File: src/rtl/pec_ncpc_rrsched.sv
// Round-robin scheduler from four NCP receive ports into the PEC NCP
// receive FIFO, with one registered output stage and saturating per-port
// grant counters.
// Ports:
//   iClk, iRstn            clock, async active-low reset
//   iPortEn, iCntClr       per-port enable, counter clear
//   iReqVld, iReqType/SrcIP/TargIP/PktID/Data 0..3   per-port requests
//   oReqAck                one-hot accept pulse (combinational)
//   oWe, oWData, iFull     FIFO write side
//   oGrantCnt0..3          accepted-packet counters
module pec_ncpc_rrsched #(
    parameter int PDW  = 256,
    parameter int PIDW = 16,
    localparam int REC = 6 + 32 + 32 + PIDW + 4 + PDW
) (
    input  logic            iClk,
    input  logic            iRstn,
    input  logic [3:0]      iPortEn,
    input  logic            iCntClr,
    input  logic [3:0]      iReqVld,
    input  logic [5:0]      iReqType0,
    input  logic [5:0]      iReqType1,
    input  logic [5:0]      iReqType2,
    input  logic [5:0]      iReqType3,
    input  logic [31:0]     iReqSrcIP0,
    input  logic [31:0]     iReqSrcIP1,
    input  logic [31:0]     iReqSrcIP2,
    input  logic [31:0]     iReqSrcIP3,
    input  logic [31:0]     iReqTargIP0,
    input  logic [31:0]     iReqTargIP1,
    input  logic [31:0]     iReqTargIP2,
    input  logic [31:0]     iReqTargIP3,
    input  logic [PIDW-1:0] iReqPktID0,
    input  logic [PIDW-1:0] iReqPktID1,
    input  logic [PIDW-1:0] iReqPktID2,
    input  logic [PIDW-1:0] iReqPktID3,
    input  logic [PDW-1:0]  iReqData0,
    input  logic [PDW-1:0]  iReqData1,
    input  logic [PDW-1:0]  iReqData2,
    input  logic [PDW-1:0]  iReqData3,
    output logic [3:0]      oReqAck,
    output logic            oWe,
    output logic [REC-1:0]  oWData,
    input  logic            iFull,
    output logic [15:0]     oGrantCnt0,
    output logic [15:0]     oGrantCnt1,
    output logic [15:0]     oGrantCnt2,
    output logic [15:0]     oGrantCnt3
);

    logic           vld_q, vld_d;
    logic [REC-1:0] rec_q, rec_d;
    logic [1:0]     ptr_q, ptr_d;
    logic [15:0]    cnt_q [4];
    logic [15:0]    cnt_d [4];

    logic [3:0] elig;
    logic       free;
    logic       found;
    logic       gnt;
    logic [1:0] gidx;
    logic [1:0] idx;

    assign elig = iReqVld & iPortEn;
    assign oWe  = vld_q & ~iFull;
    // Draining this cycle counts as free so a new record can follow directly.
    assign free = ~vld_q | ~iFull;

    // Rotating search upward from ptr_q, wrapping 3 -> 0.
    always_comb begin
        found = 1'b0;
        gidx  = 2'd0;
        idx   = 2'd0;
        for (int k = 0; k < 4; k++) begin
            idx = ptr_q + 2'(k);
            if (!found && elig[idx]) begin
                found = 1'b1;
                gidx  = idx;
            end
        end
    end

    // Gating with iRstn keeps oReqAck at zero while reset is held.
    assign gnt     = free & found & iRstn;
    assign oReqAck = gnt ? (4'b0001 << gidx) : 4'b0000;

    always_comb begin
        rec_d = rec_q;
        vld_d = vld_q;
        ptr_d = ptr_q;
        if (gnt) begin
            unique case (gidx)
                2'd0: rec_d = {iReqType0, iReqSrcIP0, iReqTargIP0,
                               iReqPktID0, 4'd0, iReqData0};
                2'd1: rec_d = {iReqType1, iReqSrcIP1, iReqTargIP1,
                               iReqPktID1, 4'd1, iReqData1};
                2'd2: rec_d = {iReqType2, iReqSrcIP2, iReqTargIP2,
                               iReqPktID2, 4'd2, iReqData2};
                2'd3: rec_d = {iReqType3, iReqSrcIP3, iReqTargIP3,
                               iReqPktID3, 4'd3, iReqData3};
            endcase
            vld_d = 1'b1;
            ptr_d = gidx + 2'd1;
        end else if (oWe) begin
            vld_d = 1'b0;
        end
    end

    // Clear takes priority over a same-cycle ack.
    always_comb begin
        for (int g = 0; g < 4; g++) begin
            cnt_d[g] = cnt_q[g];
            if (iCntClr) begin
                cnt_d[g] = 16'd0;
            end else if (oReqAck[g] && cnt_q[g] != 16'hFFFF) begin
                cnt_d[g] = cnt_q[g] + 16'd1;
            end
        end
    end

    always_ff @(posedge iClk or negedge iRstn) begin
        if (!iRstn) begin
            vld_q <= 1'b0;
            rec_q <= '0;
            ptr_q <= 2'd0;
            for (int g = 0; g < 4; g++) begin
                cnt_q[g] <= 16'd0;
            end
        end else begin
            vld_q <= vld_d;
            rec_q <= rec_d;
            ptr_q <= ptr_d;
            for (int g = 0; g < 4; g++) begin
                cnt_q[g] <= cnt_d[g];
            end
        end
    end

    assign oWData     = rec_q;
    assign oGrantCnt0 = cnt_q[0];
    assign oGrantCnt1 = cnt_q[1];
    assign oGrantCnt2 = cnt_q[2];
    assign oGrantCnt3 = cnt_q[3];

endmodule
File: config.mk
export PLATFORM = sky130hd
export DESIGN_NAME = pec_ncpc_rrsched
export DESIGN_NICKNAME = d
export VERILOG_FILES = /design/src/rtl/pec_ncpc_rrsched.sv
export SDC_FILE = /design/constraint.sdc
export NUM_CORES = 1
export LEC_CHECK = 0
export ABC_AREA = 1
export CAP_MARGIN = 5
export CORE_AREA = 2 2 706 708
export CTS_CLUSTER_SIZE = 12
export DETAILED_ROUTE_END_ITERATION = 8
export DIE_AREA = 0 0 708 710
export PLACE_DENSITY = 0.32
export SETUP_SLACK_MARGIN = 0.5
export SLEW_MARGIN = 40
export SYNTH_ARGS = -nofsm -noshare
export SYNTH_HDL_FRONTEND = slang
export SYNTH_SLANG_ARGS = --single-unit
File: constraint.sdc
create_clock -name iClk -period 4.6 [get_ports iClk]
set_input_delay 1.38 -clock iClk [delete_from_list [all_inputs] [get_ports iClk]]
set_output_delay 1.38 -clock iClk [all_outputs]
set_load 0.005 [all_outputs]
Yosys cells after proc, flatten, opt, wreduce, memory -nomap -nowiden --
Cells that the tools add are included.
Word-level totals: input port bits 1380, logic and storage cells 78, register bits after elaboration 413
Operators by class: shifts and indexed selects 1, add/sub/neg operators 8, eq/ne operators 7, reduce and logical (&&, ||, !) cells 16, order comparisons 4, mux-type cells 28, bitwise operators 7
Operator list (count):
- $pmux 346 s4 | 1
- $mux 16 | 8
- $add 16x1->16 const B | 4
- $ne 16x16->1 const B | 4
- $lt 2x3->1 const B | 4
- $mux 1 | 10
- $reduce_bool 2->1 | 5
- $bmux 1 s2 | 4
- $mux 2 | 4
- $logic_and 1x1->1 | 7
- $add 2x1->2 const B | 2
- $add 2x2->2 const B | 2
- $and 4x4->4 | 1
- $eq 2x2->1 const B | 2
- $mux 4 | 1
- $shl 1x2->4 const A | 1
- $and 1x1->1 | 3
- $logic_not 1->1 | 3
- $eq 2x1->1 const B | 1
- $logic_not 2->1 | 1
- $not 1->1 | 2
- $or 1x1->1 | 1

Logic depth before layout (Yosys ltp) --
word-level depth 19, depth in mapped cells 19

Worst setup path before layout --
Ideal clock, no wire load.
kind input -> output, from in iReqVld[2], to out oReqAck[1], buffers on the path 3, required time 3220 ps, arrival 3220 ps, slack 0 ps, cell stages on the path 15, cell sequence nand2_1 > nand2_1 > nand2_1 > nand2_1 > nand2_2 > a21oi_1 > a21oi_1 > o21ai_0 > nor2_1 > ha_1 > buf_2 > clkbuf_1 > clkbuf_1 > inv_1 > nor2_1
Between the ends: cells in the longest elaborated chain, start to end 16, elaborated cells between the ends (all ways) 27
RTL lines:
- start: declaration | RTL line 20 | input logic [3:0] iReqVld,
- $and 4x4->4 (*) | RTL line 64 | assign elig = iReqVld & iPortEn;
- $bmux 1 s2 | RTL line 76 | if (!found && elig[idx]) begin
- $mux 1 (implied by the code) | RTL line 76
- $mux 1 | RTL line 76
- $logic_not 1->1 | RTL line 76
- $logic_and 1x1->1 | RTL line 76
- $mux 1 | RTL line 76
- $logic_not 1->1 | RTL line 76
- $logic_and 1x1->1 | RTL line 76
- $mux 1 | RTL line 76
- $logic_not 1->1 | RTL line 76
- $logic_and 1x1->1 | RTL line 76
- $mux 1 | RTL line 76
- $and 1x1->1 (2 in a row) | RTL line 84 | assign gnt = free & found & iRstn;
- $mux 4 (*) | RTL line 85 | assign oReqAck = gnt ? (4'b0001 << gidx) : 4'b0000;
- end: declaration | RTL line 41 | output logic [3:0] oReqAck,
Every way passes the cells marked *; elsewhere a longest branch is shown, timed or not. The select of a mux whose other input is x is not followed.

Worst setup path in the final report --
from in iPortEn[1], to out oReqAck[1]
Between the ends: cells in the longest elaborated chain, start to end 16, elaborated cells between the ends (all ways) 27
RTL lines:
- start: declaration | RTL line 18 | input logic [3:0] iPortEn,
- $and 4x4->4 (*) | RTL line 64
- $bmux 1 s2 | RTL line 76
- $mux 1 (implied by the code) | RTL line 76
- $mux 1 | RTL line 76
- $logic_not 1->1 | RTL line 76
- $logic_and 1x1->1 | RTL line 76
- $mux 1 | RTL line 76
- $logic_not 1->1 | RTL line 76
- $logic_and 1x1->1 | RTL line 76
- $mux 1 | RTL line 76
- $logic_not 1->1 | RTL line 76
- $logic_and 1x1->1 | RTL line 76
- $mux 1 | RTL line 76
- $and 1x1->1 (2 in a row) | RTL line 84
- $mux 4 (*) | RTL line 85
Marked as above.

==> impl_metrics.ini <==
[outcome]
status = finished clean

[power]
power.share.clock_pct = 11.4
vdd_ir_drop_max_v = 0.0007328
p_sw_w = 0.03091
power_density_nw_per_um2 = 973.0
leakage_nw = 20.23
combPwrFrac_pct = 76.6
swShare_pct = 57.26
p_int_w = 0.02307
p_seq_share_pct = 12.0

[clock_tree]
h-tree-depth = 3
clock_latency_ns = 0.79
cts_made_buffers = 73
cts_tree = yes
cts.reportedPaths.clkPinSlew_ns = 0.06
hold_buffers = 0
clockBufferDepth = 4
cts.sinks = 411
cts-root-buf = clkbuf_16

[cells_and_area]
nNetsFinal = 6916
most-common-layout-cells = 1742 x clkdlybuf4s50_1, 1222 x nand2_1, 512 x o21ai_0
final_common_cell = clkdlybuf4s50_1
final_cells = 12245
drive_above_1_share_pct = 8.802
fillers = 57617
syn_to_final_growth_pct = 119.5

[critical_path]
critPathLaunch = iPortEn[1]
start_kind = input port
r2r_slack_ns = 0.96
cp_max_fo = 4
r2r_start = ptr_q[0]$_DFFE_PN0P_
rr_worst_depth = 19
critPathKind = input port to primary output
endpoint = oReqAck[1]
end_kind = primary output
slowest_stage = ha_4
cp_data_required_time_ns = 3.22
critPathMaxStageDelay_ns = 0.18
path_cells = buf_6, nand2_4, nand2_2, nand2_2, nand2_2, nand2_4, a21oi_4, a21oi_2, o21ai_1, nor2_2, buf_6, ha_4, inv_4, nor2_4, buf_12, buf_6
r2r-end = oWData[46]$_DFFE_PN0P_
crit_arrival_ns = 3.00

[timing]
final_hold_viol_count = 0
holdWs_ns = 0.4799
setup_tns_ns = 0
min_period_ns = 4.382
finalCritPeriodShare_pct = 95.26
maxSlewViolCount = 0
fmax_mhz = 228.2
worstMarginPinSlew_ns = 0.9468
slew_headroom_pct = 36.21
rsz0062_at_grt = yes
finalSetupViolCount = 0
fin_skew_ns = 0.06293

[synthesis]
yosysWarningCount = 0
synthCells = 3686
syn_avg_cell_area_um2 = 6.859
ys_types = 36
ys_seq_area_share_pct = 40.68
ys_seq_elements = 411
synth_area_um2 = 25280

[global_routing]
grt_antenna_before_repair = 250
grt_pass1_vias = 35199
grt_max_degree = 177
grt_pass1_wl_mm = 466.2
grtUsageTotal_pct = 14.80
gr-total-overflow = 0

[floorplanning]
core_area_um2 = 495500
initial_core_util_pct = 5.102
dieWidth_um = 708
die_area_um2 = 502700
ioPinCount = 1795
std_cell_rows = 259
die_h_um = 710

[placement]
place.gp.congestion = 0.9917
io_buffers = 1792
placed_cells = 11964
hpwlAfterDp_mm = 345.3

[job]
max-cap-violations = 0

[routing]
vias_per_cell = 2.938
wl_mm = 389.4
drt-initial-drc-count = 2898
first_pass_iters = 5
ant_nets = 0
wire_per_inst_um = 31.80
drc = 0
vias = 35977

[min_path]
hold_path.class = flip-flop to flip-flop
worstHoldPathCells = 2
[sequential cells by signal (all words and copies together), names as in the netlist]
register	flops
oGrantCnt0	16
oGrantCnt1	16
oGrantCnt2	16
oGrantCnt3	16
oWData	344
ptr_q	2
vld_q	1
[cells in the mapped netlist (all sizes together)]
library cell  count  area share [%]
a211oi            1           0.030
a21oi           350             6.9
a31o              1           0.035
and2              1           0.025
and3              1           0.025
buf              93             3.0
clkbuf          201             3.0
clkinv            1           0.015
conb              1           0.015
dfrtp           411              41
ha                9            0.45
inv              56            0.85
nand2          1245              19
nand3           437             8.7
nand3b            2           0.059
nand4            20            0.65
nor2            103             1.5
nor3             15            0.30
nor3b             5            0.15
o21ai           699              14
o22ai             1           0.025
xnor2            11            0.38
xor2             22            0.76
[power groups by stage]
stage                     combinational, W  sequential, W  clock [W]
after CTS                           0.0425        0.00650    0.00645
final                               0.0414        0.00648    0.00613
after global routing                0.0449        0.00666    0.00650
after floorplan                     0.0158        0.00617          0
after global placement              0.0423        0.00655          0
after detailed placement            0.0421        0.00652          0
[what timing repair did]
| item | in CTS | in global routing |
|---|---|---|
| resized for setup | 82 | 30 |
| endpoints found under the setup margin | 35 | 4 |
| buffers inserted | 6 | 5 |
| pin swaps | 17 | 17 |
[critical path: cells and delay by family]
family,cells,cell delay (ns)
AOI/OAI and AO/OA,3,0.24
adders and majority gates,1,0.18
buffers and inverters,5,0.54
and+or+nand+nor,7,0.62
[cell families (layout without fill, tap and decap cells)]
group                    after synthesis  count (layout)  synth area share [%]
XOR/XNOR                              33              33                 1.143
AO/OA/AOI/OAI                       1052            1052                 20.86
buffers and inverters                351            2242                 6.865
AND/OR/NAND/NOR                     1829            1829                 29.99
other                                  1             144               0.01483
adder cells (fa/ha/maj)                9               9                0.4454
flip-flops                           411             411                 40.68
[layout make-up]
class	instances	area, µm²	area share [%]
clock inverter	24	371.6	0.6698
multi-input combinational	2925	13470	24.28
sequential	411	10290	18.54
inverter	57	234.0	0.4217
clock buffer	102	2138	3.854
tap	6525	8164	14.72
timing repair buffer	2059	20460	36.87
antenna	142	355.3	0.6405
[routing by layer]
metal | wire, µm | up-vias | track usage (%) | part of all wire [%]
li1 | - | 16291 | - | -
met5 | 1006 | - | 0 | 0.26
met4 | 9913 | 124 | 3.010 | 2.5
met2 | 172700 | 1865 | 23.50 | 44
met3 | 64060 | 559 | 10.97 | 16
met1 | 141800 | 17138 | 15.73 | 36
[metrics by stage]
stage | worst slack (ns) | power [W] | utilization [%] | cell area, µm²
5_1_grt | 0.08175 | 0.05807 | 11.14 | 55200
3_5_place_dp | -0.9738 | 0.04866 | 10.57 | 52380
4_1_cts | 0.1837 | 0.05546 | 11.10 | 55000
3_3_place_gp | -1.028 | 0.04888 | 10.57 | 52390
6_report | 0.2179 | 0.05398 | 11.20 | 55480
2_1_floorplan | 0.3958 | 0.02195 | - | 25390
[worst min-delay path by stage]
stage	slack, ns	from	end
2_1_floorplan	0.46	vld_q$_DFFE_PN0P_	vld_q$_DFFE_PN0P_
3_3_place_gp	0.47	oWData[310]$_DFFE_PN0P_	oWData[310]$_DFFE_PN0P_
3_5_place_dp	0.47	oWData[107]$_DFFE_PN0P_	oWData[107]$_DFFE_PN0P_
4_1_cts	0.49	oWData[14]$_DFFE_PN0P_	oWData[14]$_DFFE_PN0P_
5_1_grt	0.50	oWData[298]$_DFFE_PN0P_	oWData[298]$_DFFE_PN0P_
6_report	0.48	oWData[107]$_DFFE_PN0P_	oWData[107]$_DFFE_PN0P_
No activity file was read; power rests on OpenSTA's default activity.
